[src/rtl/mem_arb_pkg.sv]
// Shared encodings and block geometry for the memory port arbiter.
package mem_arb_pkg;

    localparam int unsigned WORDS_PER_BLOCK = 8;
    localparam int unsigned BLOCK_OFFSET_W  = 4;
    localparam int unsigned WORD_IDX_W      = $clog2(WORDS_PER_BLOCK);
    localparam int unsigned MEM_LATENCY     = 4;

    typedef enum logic [1:0] {
        StIdle,
        StFill,
        StStore
    } arb_state_e;

    typedef enum logic {
        OwnerIcache,
        OwnerDcache
    } owner_e;

    // Byte offset of a 16-bit word within a block.
    function automatic logic [BLOCK_OFFSET_W-1:0] word_offset(input logic [WORD_IDX_W-1:0] idx);
        return {idx, 1'b0};
    endfunction

endpackage

[src/rtl/block_fill_seq.sv]
// Block-fill sequencer: issues one read per cycle for a whole block and
// counts returning words, flagging the last one.
module block_fill_seq
    import mem_arb_pkg::*;
#(
    parameter int unsigned ADDR_W = 16
) (
    input  logic                  clk,
    input  logic                  rst_n,
    input  logic                  active_i,
    input  logic [ADDR_W-1:0]     blk_addr_i,
    input  logic                  mem_data_valid_i,
    output logic                  issue_en_o,
    output logic [ADDR_W-1:0]     issue_addr_o,
    output logic                  fill_valid_o,
    output logic [WORD_IDX_W-1:0] fill_idx_o,
    output logic                  done_o
);

    localparam logic [WORD_IDX_W-1:0] LastIdx = WORD_IDX_W'(WORDS_PER_BLOCK - 1);

    logic [WORD_IDX_W-1:0] issue_cnt_q, issue_cnt_d;
    logic [WORD_IDX_W-1:0] recv_cnt_q, recv_cnt_d;
    logic                  issue_sat_q, issue_sat_d;

    always_comb begin
        issue_en_o   = active_i && !issue_sat_q;
        issue_addr_o = issue_en_o ? (blk_addr_i | ADDR_W'(word_offset(issue_cnt_q))) : '0;
        fill_valid_o = active_i && mem_data_valid_i;
        fill_idx_o   = fill_valid_o ? recv_cnt_q : '0;
        done_o       = fill_valid_o && (recv_cnt_q == LastIdx);

        issue_cnt_d = issue_cnt_q;
        recv_cnt_d  = recv_cnt_q;
        issue_sat_d = issue_sat_q;
        if (done_o) begin
            issue_cnt_d = '0;
            recv_cnt_d  = '0;
            issue_sat_d = 1'b0;
        end else begin
            // The 3-bit issue counter holds at the last index; the flag stops issuing.
            if (issue_en_o) begin
                if (issue_cnt_q == LastIdx) begin
                    issue_sat_d = 1'b1;
                end else begin
                    issue_cnt_d = issue_cnt_q + 1'b1;
                end
            end
            if (fill_valid_o) begin
                recv_cnt_d = recv_cnt_q + 1'b1;
            end
        end
    end

    always_ff @(posedge clk or negedge rst_n) begin
        if (!rst_n) begin
            issue_cnt_q <= '0;
            recv_cnt_q  <= '0;
            issue_sat_q <= 1'b0;
        end else begin
            issue_cnt_q <= issue_cnt_d;
            recv_cnt_q  <= recv_cnt_d;
            issue_sat_q <= issue_sat_d;
        end
    end

endmodule

[src/rtl/mem_port_arbiter.sv]
// Arbitrates the single main-memory port between I-cache and D-cache miss
// handlers: block fills for both, single-word write-through stores for D-cache.
module mem_port_arbiter
    import mem_arb_pkg::*;
#(
    parameter int unsigned ADDR_W = 16,
    parameter int unsigned DATA_W = 16
) (
    input  logic                  clk,
    input  logic                  rst_n,
    input  logic                  ic_req_i,
    input  logic [ADDR_W-1:0]     ic_addr_i,
    output logic                  ic_grant_o,
    output logic                  ic_done_o,
    input  logic                  dc_req_i,
    input  logic                  dc_wr_i,
    input  logic [ADDR_W-1:0]     dc_addr_i,
    input  logic [DATA_W-1:0]     dc_wdata_i,
    output logic                  dc_grant_o,
    output logic                  dc_done_o,
    output logic                  fill_valid_o,
    output logic [WORD_IDX_W-1:0] fill_idx_o,
    output logic [DATA_W-1:0]     fill_data_o,
    output logic                  mem_en_o,
    output logic                  mem_wr_o,
    output logic [ADDR_W-1:0]     mem_addr_o,
    output logic [DATA_W-1:0]     mem_wdata_o,
    input  logic [DATA_W-1:0]     mem_rdata_i,
    input  logic                  mem_data_valid_i
);

    localparam logic [ADDR_W-1:0] BlkMask = ~ADDR_W'((1 << BLOCK_OFFSET_W) - 1);

    arb_state_e        state_q;
    owner_e            owner_q, last_owner_q;
    logic [ADDR_W-1:0] blk_q;
    logic              ic_grant_q, dc_grant_q;

    logic                  dc_wins;
    logic                  is_store;
    logic                  seq_issue_en;
    logic [ADDR_W-1:0]     seq_issue_addr;
    logic                  seq_fill_valid;
    logic [WORD_IDX_W-1:0] seq_fill_idx;
    logic                  seq_done;

    // Round-robin only on contention: D-cache wins unless it owned the port last.
    assign dc_wins = dc_req_i && (!ic_req_i || (last_owner_q != OwnerDcache));

    always_ff @(posedge clk or negedge rst_n) begin
        if (!rst_n) begin
            state_q      <= StIdle;
            owner_q      <= OwnerIcache;
            last_owner_q <= OwnerIcache;
            blk_q        <= '0;
            ic_grant_q   <= 1'b0;
            dc_grant_q   <= 1'b0;
        end else begin
            unique case (state_q)
                StIdle: begin
                    if (dc_wins) begin
                        owner_q    <= OwnerDcache;
                        dc_grant_q <= 1'b1;
                        blk_q      <= dc_addr_i & BlkMask;
                        state_q    <= dc_wr_i ? StStore : StFill;
                    end else if (ic_req_i) begin
                        owner_q    <= OwnerIcache;
                        ic_grant_q <= 1'b1;
                        blk_q      <= ic_addr_i & BlkMask;
                        state_q    <= StFill;
                    end
                end
                StStore: begin
                    state_q      <= StIdle;
                    last_owner_q <= OwnerDcache;
                    dc_grant_q   <= 1'b0;
                end
                StFill: begin
                    if (seq_done) begin
                        state_q      <= StIdle;
                        last_owner_q <= owner_q;
                        ic_grant_q   <= 1'b0;
                        dc_grant_q   <= 1'b0;
                    end
                end
                default: state_q <= StIdle;
            endcase
        end
    end

    block_fill_seq #(
        .ADDR_W (ADDR_W)
    ) u_fill_seq (
        .clk              (clk),
        .rst_n            (rst_n),
        .active_i         (state_q == StFill),
        .blk_addr_i       (blk_q),
        .mem_data_valid_i (mem_data_valid_i),
        .issue_en_o       (seq_issue_en),
        .issue_addr_o     (seq_issue_addr),
        .fill_valid_o     (seq_fill_valid),
        .fill_idx_o       (seq_fill_idx),
        .done_o           (seq_done)
    );

    always_comb begin
        is_store     = (state_q == StStore);
        mem_en_o     = is_store || seq_issue_en;
        mem_wr_o     = is_store;
        mem_addr_o   = is_store ? dc_addr_i : seq_issue_addr;
        mem_wdata_o  = is_store ? dc_wdata_i : '0;
        fill_valid_o = seq_fill_valid;
        fill_idx_o   = seq_fill_idx;
        fill_data_o  = seq_fill_valid ? mem_rdata_i : '0;
        ic_done_o    = seq_done && (owner_q == OwnerIcache);
        dc_done_o    = is_store || (seq_done && (owner_q == OwnerDcache));
        ic_grant_o   = ic_grant_q;
        dc_grant_o   = dc_grant_q;
    end

endmodule

[config.mk]
export PLATFORM = sky130hd
export DESIGN_NAME = mem_port_arbiter
export DESIGN_NICKNAME = d
export VERILOG_FILES = /design/src/rtl/mem_arb_pkg.sv /design/src/rtl/block_fill_seq.sv /design/src/rtl/mem_port_arbiter.sv
export SDC_FILE = /design/constraint.sdc
export NUM_CORES = 1
export LEC_CHECK = 0
export CORE_MARGIN = 2
export CORE_UTILIZATION = 38
export DETAILED_ROUTE_END_ITERATION = 10
export GPL_ROUTABILITY_DRIVEN = 1
export PLACE_DENSITY = 0.84
export SETUP_SLACK_MARGIN = 0.02
export SLEW_MARGIN = 20
export SYNTH_ARGS = -nofsm -noshare
export SYNTH_HDL_FRONTEND = slang
export SYNTH_HIERARCHICAL = 1
export SYNTH_SLANG_ARGS = --single-unit
[constraint.sdc]
create_clock -name clk -period 5.2 [get_ports clk]
set_input_delay 1.04 -clock clk [delete_from_list [all_inputs] [get_ports clk]]
set_output_delay 1.04 -clock clk [all_outputs]
set_load 0.05 [all_outputs]
; ---- Yosys cells after proc, flatten, opt, wreduce, memory -nomap -nowiden
; Index checks and enable logic that the tools add are counted.
[word_totals]
register_bits = 29
out_inout_bits = 58
elab_cells = 80
[classes]
addsub = 2
eq_ne = 10
mux = 30
bitwise = 3
reduce_logical = 26
[op_table]
columns = operator, n
row1 = 2-to-1 mux 16 bit, 6
row2 = 2-to-1 mux 3 bit, 6
row3 = OR 16 x 4 -> 16 bit, 1
row4 = nonzero test 2 bit, 6
row5 = 2-to-1 mux 1 bit, 10
row6 = inequality test 2 bit (second input constant), 5
row7 = AND reduction 2 bit, 5
row8 = 2-to-1 mux 2 bit, 4
row9 = adder 3 x 1 -> 3 bit (second input constant), 2
row10 = equality test 3 bit (second input constant), 2
row11 = logical AND 1 bit, 6
row12 = one-hot mux 1 bit (2 select lines), 2
row13 = one-hot mux 2 bit (2 select lines), 1
row14 = AND reduction 4 bit, 1
row15 = logical OR 1 bit, 3
row16 = inequality test 3 bit (second input constant), 1
row17 = one-hot mux 1 bit (3 select lines), 1
row18 = AND reduction 3 bit, 1
row19 = nonzero test 3 bit, 1
row20 = equality test 2 x 1 -> 1 bit (second input constant), 1
row21 = equality test 2 bit (second input constant), 1
row22 = logical NOT 1 bit, 2
row23 = logical NOT 2 bit, 1
row24 = NOT 1 bit, 2

; ---- Longest topological paths before layout
; Gate-level depths: netlist of the first run.
[logic_depth]
ltp_word = 5
depth_mapped = 7
depth_no_buf = 6

; ---- By module
; Netlist of the first run, hierarchy kept.
[modules_own_cells]
columns = module, instances, cells_each, area_per_inst_um2
row1 = mem_port_arbiter, 1, 145, 1330.0
row2 = block_fill_seq, 1, 51, 500.5

; ---- Worst setup path before layout of the first run
; No wires, ideal clock.
[synth_timing]
path_kind = input to output
startpoint = input mem_data_valid_i
endpoint = output ic_done_o
arrival_ns = 2.238
required_ns = 4.160
path_slack_ns = 1.922
cell_stages = 3
path_buffers = 1
cell_sequence = and3_2 > clkbuf_1 > nor2b_1
[synth_between]
elab_chain_cells = 3
[synth_rtl]
columns = item, line
row1 = start: declaration, mem_port_arbiter.sv:29  ; input logic mem_data_valid_i
row2 = logical AND 1 bit, block_fill_seq.sv:29  ; fill_valid_o = active_i && mem_data_valid_i;
row3 = logical AND 1 bit, block_fill_seq.sv:31  ; done_o = fill_valid_o && (recv_cnt_q == LastIdx);
row4 = named net seq_done, mem_port_arbiter.sv:45  ; logic seq_done;
row5 = logical AND 1 bit, mem_port_arbiter.sv:115  ; ic_done_o = seq_done && (owner_q == OwnerIcache);
row6 = end: declaration, mem_port_arbiter.sv:14  ; output logic ic_done_o,
; The timed path passes the listed nets, and every way through them passes these cells.

; ---- Worst setup path after layout of the first run
[layout_timing]
startpoint = input mem_data_valid_i
endpoint = output fill_data_o[3]
[layout_between]
elab_chain_cells = 2
[layout_rtl]
columns = item, line
row1 = logical AND 1 bit, block_fill_seq.sv:29
row2 = 2-to-1 mux 16 bit, mem_port_arbiter.sv:114  ; fill_data_o = seq_fill_valid ? mem_rdata_i : '0;
row3 = end: declaration, mem_port_arbiter.sv:23  ; output logic [DATA_W-1:0] fill_data_o,
; Every way passes these cells.

==> results.md, run 1 <==
- Setup WS pre-CTS: 1.13 ns
- Commonest non-fill, non-tap cell in the layout: clkdlybuf4s50_1
- CTS tree: done
- Commonest cells after routing, fill and taps aside: clkdlybuf4s50_1 (123), and2_1 (45), dfrtp_1 (25), mux2_2 (17), nand2_1 (17)
- Critical Path Max Stage Delay: 0.80 ns
- Slew HR: 0.498
- Setup TNS: 0 ns
- Fin crit period: 4.07 ns
- Global placement routability congestion: 0.705
- Synthesized flop and latch total: 25
- CP Max Fanout: 17
- Die Span Y: 73.4 um
- Count of antenna-violating nets left after detailed routing: 0
- Vias in the first global route: 1734
- Share of cells above drive strength 1: 0.101
- Post-Syn Instances: 196
- CTS HTree Levels: 1
- I/O Buffers: 123
- Die X: 73.4 um
- Final setup viols: 0
- Core area: 0.00469 mm2
- Resized Gates After CTS: 0
- Fmax: 246 MHz
- Worst-path clk slew: 0.09 ns
- Initial core utilization: 0.390
- Vias per cell: 4.81
- Comb pwr share: 0.625
- Yosys top cell by area: dfrtp_1
- R2R Path Start: u_fill_seq/recv_cnt_q[0]$_DFFE_PN0P_
- CP endpoint kind: primary output
- Mapped Avg Cell Area: 9.34 um2
- Clock Sink Count: 25
- CP Depth: 5
- Latest clock arrival within the worst-skew pair: 0.26 ns
- Primary FF master, synth: dfrtp_1
- Finished Layout Cells: 372
- CP Class: in2out
- Count of nets after finishing: 396
- Crit path max-delay cell type: clkdlybuf4s50_1
- Post-DP HPWL: 3970 um
- Post-CTS setup buffer count: 0
- Clock share of power: 0.095
- Die area: 0.00539 mm2
- Leak Pwr: 0.00138 uW
- Synth cell types: 37
- Fin. Hold Viols: 0
- Root buf cell: clkbuf_8
- Iteration count of the initial detailed-routing pass: 4
- WP buf/inv: 3
- Ranking of synthesized cells by area: dfrtp_1 (34%), and2_1 (15%), mux2_2 (10%), mux2i_1 (7.7%), ha_1 (4.8%)
- Inserted Clock Buffers: 3
- CTS max path bufs: 2
- CP arrival: 3.03 ns
- Hold path startpoint: blk_q[14]$_DFFE_PN0P_
- Worst-Margin Slew: 0.753 ns
- Final Skew: 0.00243 ns
- Largest net degree at the start of global routing: 27
- Residual DRC count: 0
- Hold buffers post-CTS: 0
- Sw frac: 0.469
- Site Rows: 25
- Final worst slack: 1.13 ns
- Post-synth EDFFs: 0
- Worst-path cell chain: clkdlybuf4s50_1, nand2_1, inv_1, and2_1, clkdlybuf4s50_1
- Most used cell, CP: clkdlybuf4s50_1
- Pwr/cell area: 383 mW/mm2
- Delay-heaviest family, CP: buffers and inverters
- Status: completed
- Synth top area share: 0.342
- Initial antenna violation count: 0
- Total track usage: 0.182
- I/O pin count: 128
- CP endpoint: fill_data_o[3]
- Critical Path RT: 4.16 ns
- R2R setup slack: 3.32 ns
- Area grow syn2layout: 71.7%
- Global-route wire length before repair: 7780 um
- Sw power: 564 uW
- DP Cell Count: 368
- Global route total overflow: 0
- Critical Path Source: mem_data_valid_i
- FF-to-FF path depth: 6
- Total number of vias: 1790
- VDD IR-drop max: 0.176 mV
- R2r endpoint: state_q[1]$_DFFE_PN0P_
- Final period util: 0.782
- DRT iter0 DRCs: 78
- Max-Cap Viols: 0
- RSZ-0062 raised after global routing: no
- Routed WL: 4990 um
- Sequential share of power: 0.281
- Wire per inst: 13.4 um
- Slew Limit Fails: 0
- P_int: 639 uW
- Critical path launch point type: input pin
- Yosys warns: 6
- Async SR Flop Fraction: 1.00
- Final core occ: 0.670
- Hold Crit Class: reg2reg
- Sequential area share after synthesis: 0.342
- Cell area after synthesis: 0.00183 mm2
- Antenna Cells: 0
power by group through the flow:
stage          logic (uW)  clock network (uW)  registers (uW)
2_1_floorplan         517                   0             339
3_3_place_gp          738                   0             336
3_5_place_dp          755                   0             340
4_1_cts               757                 118             337
5_1_grt               814                 126             351
6_report              751                 114             337
layer usage:
metal	share of wire	vias to the layer above	track usage
met1	0.40	810	0.210
met4	0.015	0	0.0606
met2	0.51	71	0.339
li1	-	903	-
met3	0.079	6	0.0288
met5	0	-	0
cells in the mapped netlist (3+ instances only):
library cell	instances
ha_1	7
inv_1	6
buf_2	4
mux2_2	17
and3_2	4
o21a_1	3
nand2_1	17
and2_1	45
a21oi_1	3
nor2_1	5
a21o_1	3
o21ai_0	15
dfrtp_1	25
clkbuf_1	4
mux2i_1	14
cell type report:
cell class / instances / area, um2
clock buffers: 3 / 41.3
multi-input cells: 157 / 1120
well taps: 54 / 67.6
fillers: 399 / 1550
inverters: 6 / 22.5
clock inverters: 1 / 7.51
repair buffers: 126 / 1250
flip-flops and latches: 25 / 626
logic make-up after synthesis:
| group | share of synthesized area |
|---|---|
| AOI/OAI and AO/OA | 0.117 |
| DFF | 0.342 |
| adders and majority gates | 0.0478 |
| other | 0.00205 |
| muxes | 0.181 |
| xor gates and xnor gates | 0.00479 |
| and+or+nand+nor | 0.256 |
| buffers and inverters | 0.0499 |
per-stage QoR:
step	hold WS (ns)	instance area (um2)	total power [uW]
finish	0.478	3140	1200
global route	0.516	3140	1290
CTS	0.483	3140	1210
detailed placement	0.462	3090	1100
global placement	0.453	3090	1070
floorplan	0.442	1840	857
worst reg2reg max path: stages (launching register included):
cell and delay [ns]:
dfrtp_1 0.43, ha_1 0.22, ha_1 0.21, and3_2 0.30, nor2b_1 0.27, nor2_1 0.09
a32o_1 0.26
flip-flops by register name, indices dropped and copies added, names as in the netlist:
| name | cells |
|---|---|
| u_fill_seq/recv_cnt_q | 3 |
| ic_grant_o | 1 |
| dc_grant_o | 1 |
| owner_q | 1 |
| u_fill_seq/issue_sat_q | 1 |
| state_q | 2 |
| blk_q | 12 |
| u_fill_seq/issue_cnt_q | 3 |
| last_owner_q | 1 |
worst min-delay path by stage:
| stage | endpoint | slack [ns] | cells after the start |
|---|---|---|---|
| final | blk_q[14]$_DFFE_PN0P_ | 0.48 | 2 |
| after global routing | blk_q[5]$_DFFE_PN0P_ | 0.52 | 2 |
| after CTS | blk_q[14]$_DFFE_PN0P_ | 0.48 | 2 |
| after detailed placement | blk_q[14]$_DFFE_PN0P_ | 0.46 | 2 |
| after global placement | blk_q[5]$_DFFE_PN0P_ | 0.45 | 2 |
| after floorplan | blk_q[10]$_DFFE_PN0P_ | 0.44 | 2 |
No activity file was read; power rests on OpenSTA's default activity.
==> run 2, diff against run 1 <==
CORE_UTILIZATION = 35   (was 38)
PLACE_DENSITY = 0.78   (was 0.84)
clock period = 4 ns   (was 5.2 ns; I/O delays follow)
==> run 2 against run 1 <==
Against the previous run: cell count grew 4.0%; critical path depth stayed put; design area up 0.52%; sequential share of layout area shrank 0.10 points.
==> results.md, run 2 (synthesis gave the netlist of run 1 again) <==
- Status: completed
- Fill cells: 469 (+18%)
- Iteration count of the initial detailed-routing pass: 4 (unchanged)
- Fin crit period: 3.59 ns
- Total number of vias: 1758 (-1.8%)
- I/O pin count: 128 (unchanged)
- Final Skew: 0.00816 ns (+0.00573 ns)
- Commonest cells after routing, fill and taps aside: clkdlybuf4s50_1 (123), and2_1 (45), dfrtp_1 (25), mux2_2 (17), nand2_1 (17)
- Die X: 76.3 um (+4.0%)
- FF-to-FF path depth: 6 (unchanged)
- Final setup viols: 0 (unchanged)
- Sequential share of power: 0.279 (-0.002)
- Fin. Hold Viols: 0 (unchanged)
- Setup TNS: 0 ns (unchanged)
- Count of nets after finishing: 395 (-0.25%)
- Critical Path Max Stage Delay: 0.80 ns (about the same)
- Met1 Use GR: 0.196 (-0.0140)
- Clock share of power: 0.102 (+0.007)
- Commonest non-fill, non-tap cell in the layout: clkdlybuf4s50_1
- Initial core utilization: 0.361 (-0.0294)
- RSZ-0062 raised after global routing: no
- VDD IR-drop max: 0.305 mV (+73%)
- Residual DRC count: 0 (unchanged)
- Die Span Y: 76.3 um (+4.0%)
- DRT iter0 DRCs: 79 (+1.3%)
- Worst-path clk slew: 0.10 ns (about the same)
- Site Rows: 26 (+4.0%)
- Comb pwr share: 0.619 (-0.006)
- Vias in the first global route: 1779 (+2.6%)
- CTS HTree Levels: 1 (unchanged)
- Critical Path RT: 3.20 ns (-0.96 ns)
- Inserted Clock Buffers: 3 (unchanged)
- I/O Buffers: 123 (unchanged)
- CTS tree: done
- Global-route wire length before repair: 8510 um (+9.4%)
- Most flops, register: blk_q
- Worst-path cell chain: clkdlybuf4s50_1, nand2_1, inv_1, and2_1, clkdlybuf4s50_1
- Routed WL: 5050 um (+1.3%)
- Pwr/cell area: 496 mW/mm2 (+30%)
- R2R Path Start: u_fill_seq/recv_cnt_q[0]$_DFFE_PN0P_
- Initial antenna violation count: 0 (unchanged)
- Die area: 0.00582 mm2 (+8.1%)
- Post-DP HPWL: 3860 um (-2.7%)
- Root buf cell: clkbuf_8
- Slew HR: 0.415 (-0.0831)
- Max reg flops: 12 (unchanged)
- M3 GR Usage: 0.0391 (+0.0103)
- P_int: 826 uW (+29%)
- Min Hold Slack: 0.480 ns (+0.00218 ns)
- Total track usage: 0.177 (-0.00497)
- Vias per cell: 4.54 (-5.6%)
- Hold buffers post-CTS: 0 (unchanged)
- Registers with the most flip-flops: blk_q (12), u_fill_seq/issue_cnt_q (3), u_fill_seq/recv_cnt_q (3)
- Most used cell, CP: clkdlybuf4s50_1
- Hold path cells: 2 (unchanged)
- Sw power: 742 uW (+32%)
- Final worst slack: 0.405 ns (-0.727 ns)
- Grt met2 use: 0.332 (-0.00748)
- Hold Path End: blk_q[14]$_DFFE_PN0P_
- Setup WS pre-CTS: 0.413 ns (-0.715 ns)
- Hold Crit Class: reg2reg
- Area taken by multi-input logic gates: 0.00113 mm2 (+0.33%)
- Area grow syn2layout: 72.6%
- Critical path launch point type: input pin
- Latest clock arrival within the worst-skew pair: 0.28 ns (+0.02 ns)
- CP arrival: 2.79 ns (-0.24 ns)
- Sw frac: 0.473 (+0.00425)
- Global route total overflow: 0 (unchanged)
- Count of antenna-violating nets left after detailed routing: 0 (unchanged)
- Largest net degree at the start of global routing: 34 (+26%)
- Final period util: 0.899
- Clock Sink Count: 25 (unchanged)
- Worst-Margin Slew: 0.878 ns (+0.125 ns)
- R2R setup slack: 2.11 ns (-1.21 ns)
- Wire per inst: 13.1 um (-2.7%)
- Hold path startpoint: blk_q[14]$_DFFE_PN0P_
- CP Max Fanout: 17 (unchanged)
- CP endpoint kind: primary output
- Leak Pwr: 0.00137 uW (-0.26%)
- CP Class: in2out
- Global routing's busiest layer: met2
- Core area: 0.00507 mm2 (+8.2%)
- Max-Cap Viols: 0 (unchanged)
- Fmax: 278 MHz
- Antenna Cells: 0 (unchanged)
- Resized Gates After CTS: 0 (unchanged)
- CTS max path bufs: 2 (unchanged)
- Share of cells above drive strength 1: 0.101 (+0.000317)
- Global placement routability congestion: 0.687 (-2.5%)
- Crit path max-delay cell type: clkdlybuf4s50_1
- Post-CTS setup buffer count: 0 (unchanged)
- R2r endpoint: state_q[1]$_DFFE_PN0P_
- Slew Limit Fails: 0 (unchanged)
- Reg area: 626 um2 (unchanged)
## run 2: stage by stage
step / std cells / power [uW] / utilization / cell area [um2]
2_1_floorplan: 199 / 1110 / - / 1840
3_3_place_gp: 383 / 1400 / 0.613 / 3110
4_1_cts: 387 / 1580 / 0.623 / 3160
6_report: 387 / 1570 / 0.623 / 3160
5_1_grt: 387 / 1690 / 0.623 / 3160
3_5_place_dp: 383 / 1420 / 0.613 / 3110
## run 2: layout make-up
type | count | share of cell area
Multi-Input combinational cell | 157 | 0.357
Sequential cell | 25 | 0.198
Timing Repair Buffer | 125 | 0.394
Tap cell | 70 | 0.0277
Inverter | 6 | 0.00713
Clock inverter | 1 | 0.00238
Clock buffer | 3 | 0.0131
## run 2: layer usage
| layer | vias to the layer above | routed length [um] |
|---|---|---|
| met5 | - | 0 |
| met4 | 0 | 72 |
| met3 | 5 | 381 |
| met2 | 62 | 2560 |
| met1 | 789 | 2040 |
| li1 | 902 | - |
## run 2: how the worst max path moves through the flow
stage,startpoint,end,slack [ns],cells past startpoint
after floorplan,mem_data_valid_i,ic_done_o,1.20,3
after global placement,mem_data_valid_i,fill_data_o[11],0.43,5
after detailed placement,mem_data_valid_i,fill_data_o[14],0.41,5
after CTS,mem_data_valid_i,fill_data_o[14],0.40,5
after global routing,mem_data_valid_i,fill_data_o[14],0.25,5
final,mem_data_valid_i,fill_data_o[14],0.41,5
## run 2: power groups by stage
stage / registers, uW / clock network [uW] / logic [uW]
floorplan: 441 / 0 / 672
global placement: 437 / 0 / 958
detailed placement: 442 / 0 / 979
CTS: 439 / 163 / 982
global route: 454 / 176 / 1060
finish: 438 / 160 / 970
## run 2: critical path: cells and delay by family
kind | cells | cell delay (ns)
buffers and inverters | 3 | 1.65
and+or+nand+nor | 2 | 0.34
==> run 3, diff against run 2 <==
CORE_UTILIZATION = 55   (was 35)
DONT_BUFFER_PORTS = 1   (was default)
PLACE_DENSITY = 0.75   (was 0.78)
==> run 3 against run 2 <==
Against the previous run: register-to-register slack improved by 0.02 ns; non-clock buffer count shrank 123; hold slack got worse by 0.33 ns; critical path depth is the same; worst setup slack better by 0.27 ns; global-route usage up 2.6 points; first-iteration DRC count is 59% lower.
==> results.md, run 3 (synthesis gave the netlist of run 1 again) <==
- CTS HTree Levels: 1 (unchanged)
- Status: completed
- Routed WL: 3940 um (-22%)
- CTS tree: done
- I/O Buffers: 0 (-100%)
- R2r endpoint: state_q[1]$_DFFE_PN0P_
- Final setup viols: 0 (unchanged)
- Leak Pwr: 0.000907 uW (-34%)
- R2R Path Start: u_fill_seq/recv_cnt_q[0]$_DFFE_PN0P_
- Iteration count of the initial detailed-routing pass: 4 (unchanged)
- Worst-Margin Slew: 0.880 ns (+0.00237 ns)
- Met1 Use GR: 0.218 (+0.0221)
- Clock Sink Count: 25 (unchanged)
- Fin crit period: 3.32 ns (-0.272 ns)
- Fmax: 301 MHz (+8.2%)
- Post-DP HPWL: 3130 um (-19%)
- Fin. Hold Viols: 0 (unchanged)
- RSZ-0062 raised after global routing: no
- Vias in the first global route: 1303 (-27%)
- Inserted Clock Buffers: 3 (unchanged)
- Largest net degree at the start of global routing: 37 (+8.8%)
- Critical path launch point type: flop
- Residual DRC count: 0 (unchanged)
- Final period util: 0.831 (-0.0680)
- FF-to-FF path depth: 6 (unchanged)
- Site Rows: 20 (-23%)
- CTS max path bufs: 2 (unchanged)
- Worst-path clk slew: 0.14 ns (+0.04 ns)
- Die Span Y: 61.7 um (-19%)
- Most flops, register: blk_q
- R2R setup slack: 2.13 ns (+0.02 ns)
- Root buf cell: clkbuf_4
- Count of antenna-violating nets left after detailed routing: 0 (unchanged)
- Hold buffers post-CTS: 0 (unchanged)
- Fill cells: 297 (-37%)
- Max-Cap Viols: 0 (unchanged)
- Count of nets after finishing: 272 (-31%)
- Sequential share of power: 0.349 (+0.070)
- Total number of vias: 1368 (-22%)
- M3 GR Usage: 0.0331 (-0.00597)
- Initial antenna violation count: 0 (unchanged)
- P_int: 614 uW (-26%)
- Initial core utilization: 0.590 (+0.229)
- Global routing's busiest layer: met2
- Wire per inst: 16.5 um (+27%)
- Final Skew: 0.0116 ns (+0.00340 ns)
- Registers with the most flip-flops: blk_q (12), u_fill_seq/issue_cnt_q (3), u_fill_seq/recv_cnt_q (3)
- CP arrival: 2.52 ns (-0.27 ns)
- VDD IR-drop max: 0.382 mV (+25%)
- Antenna Cells: 0 (unchanged)
- I/O pin count: 128 (unchanged)
- Die X: 61.7 um (-19%)
- Core area: 0.00310 mm2 (-39%)
- Min Hold Slack: 0.155 ns (-0.325 ns)
- Pwr/cell area: 697 mW/mm2 (+40%)
- Latest clock arrival within the worst-skew pair: 0.31 ns (+0.03 ns)
- Setup TNS: 0 ns (unchanged)
- Area taken by multi-input logic gates: 0.00113 mm2 (-0.11%)
- Commonest cells after routing, fill and taps aside: and2_1 (45), dfrtp_1 (25), mux2_2 (17), nand2_1 (17), o21ai_0 (15)
- DRT iter0 DRCs: 32 (-59%)
- Global placement routability congestion: 0.750 (+9.1%)
- Sw frac: 0.529 (+0.0561)
- Slew HR: 0.413 (-0.00150)
- Area grow syn2layout: 2.26%
- Comb pwr share: 0.565 (-0.054)
- Die area: 0.00381 mm2 (-35%)
- Global-route wire length before repair: 5660 um (-33%)
- Clock share of power: 0.085 (-0.017)
- Critical Path RT: 3.20 ns (about the same)
- Commonest non-fill, non-tap cell in the layout: and2_1
- Reg area: 626 um2 (unchanged)
- Hold Crit Class: in2async
- CP Class: reg2out
- Post-CTS setup buffer count: 0 (unchanged)
- Global route total overflow: 0 (unchanged)
- CP Max Fanout: 17 (unchanged)
- Grt met2 use: 0.395 (+0.0636)
- Slew Limit Fails: 0 (unchanged)
- Max reg flops: 12 (unchanged)
- Total track usage: 0.203 (+0.0257)
- Share of cells above drive strength 1: 0.160 (+0.0588)
- Vias per cell: 5.75 (+27%)
- CP endpoint kind: primary output
- Resized Gates After CTS: 0 (unchanged)
- Sw power: 691 uW (-6.9%)
run 3: cell count changes in the layout (fill, tap and decap cells not counted):
cell / change
clkbuf_1: +1
o21ai_2: -1
clkbuf_4: +3
clkdlybuf4s50_1: -123
clkinvlp_4: -1
ha_1: -1
clkbuf_8: -3
o21ai_1: +1
ha_2: +1
run 3: how the worst max path moves through the flow:
| stage | start | end | slack (ns) | cells past startpoint |
|---|---|---|---|---|
| after floorplan | mem_data_valid_i | ic_done_o | 1.20 | 3 |
| after detailed placement | state_q[1]$_DFFE_PN0P_ | fill_data_o[13] | 1.03 | 5 |
| after global placement | state_q[1]$_DFFE_PN0P_ | fill_data_o[7] | 1.15 | 5 |
| after CTS | state_q[1]$_DFFE_PN0P_ | fill_data_o[13] | 0.65 | 5 |
| after global routing | state_q[1]$_DFFE_PN0P_ | fill_data_o[13] | 0.51 | 5 |
| final | state_q[1]$_DFFE_PN0P_ | fill_data_o[13] | 0.68 | 5 |
run 3: metrics by stage:
stage                     std cells   util  setup slack (ns)  instance area, um2  total power, uW
after floorplan                 199      -              1.20                1840             1110
after global placement          234  0.595              1.15                1850             1170
after detailed placement        234  0.595              1.03                1850             1200
after CTS                       238  0.603             0.653                1870             1320
after global routing            238  0.603             0.510                1870             1400
final                           238  0.603             0.677                1870             1300
run 3: power by group through the flow:
stage	sequential, uW	combinational (uW)	clock (uW)
finish	456	738	111
global route	471	799	128
CTS	457	742	117
detailed placement	462	739	0
global placement	454	712	0
floorplan	441	672	0
run 3: area by class of cell:
cell class,instances,area share
sequential,25,0.334
tap,44,0.0294
inverter,6,0.0120
clock buffer,4,0.0140
multi-input combinational,157,0.602
timing repair buffer,2,0.00802
run 3: worst max-delay path, cell delays in order, from the launching register on:
cell and delay (ns):
dfrtp_1 0.42, inv_1 0.10, ha_1 0.38, nand2_1 0.21, inv_1 0.55, and2_1 0.55
run 3: per-layer routing:
| metal | part of all wire | up-vias |
|---|---|---|
| li1 | - | 654 |
| met2 | 0.55 | 76 |
| met4 | 0.0036 | 0 |
| met1 | 0.37 | 636 |
| met3 | 0.082 | 2 |
| met5 | 0 | - |
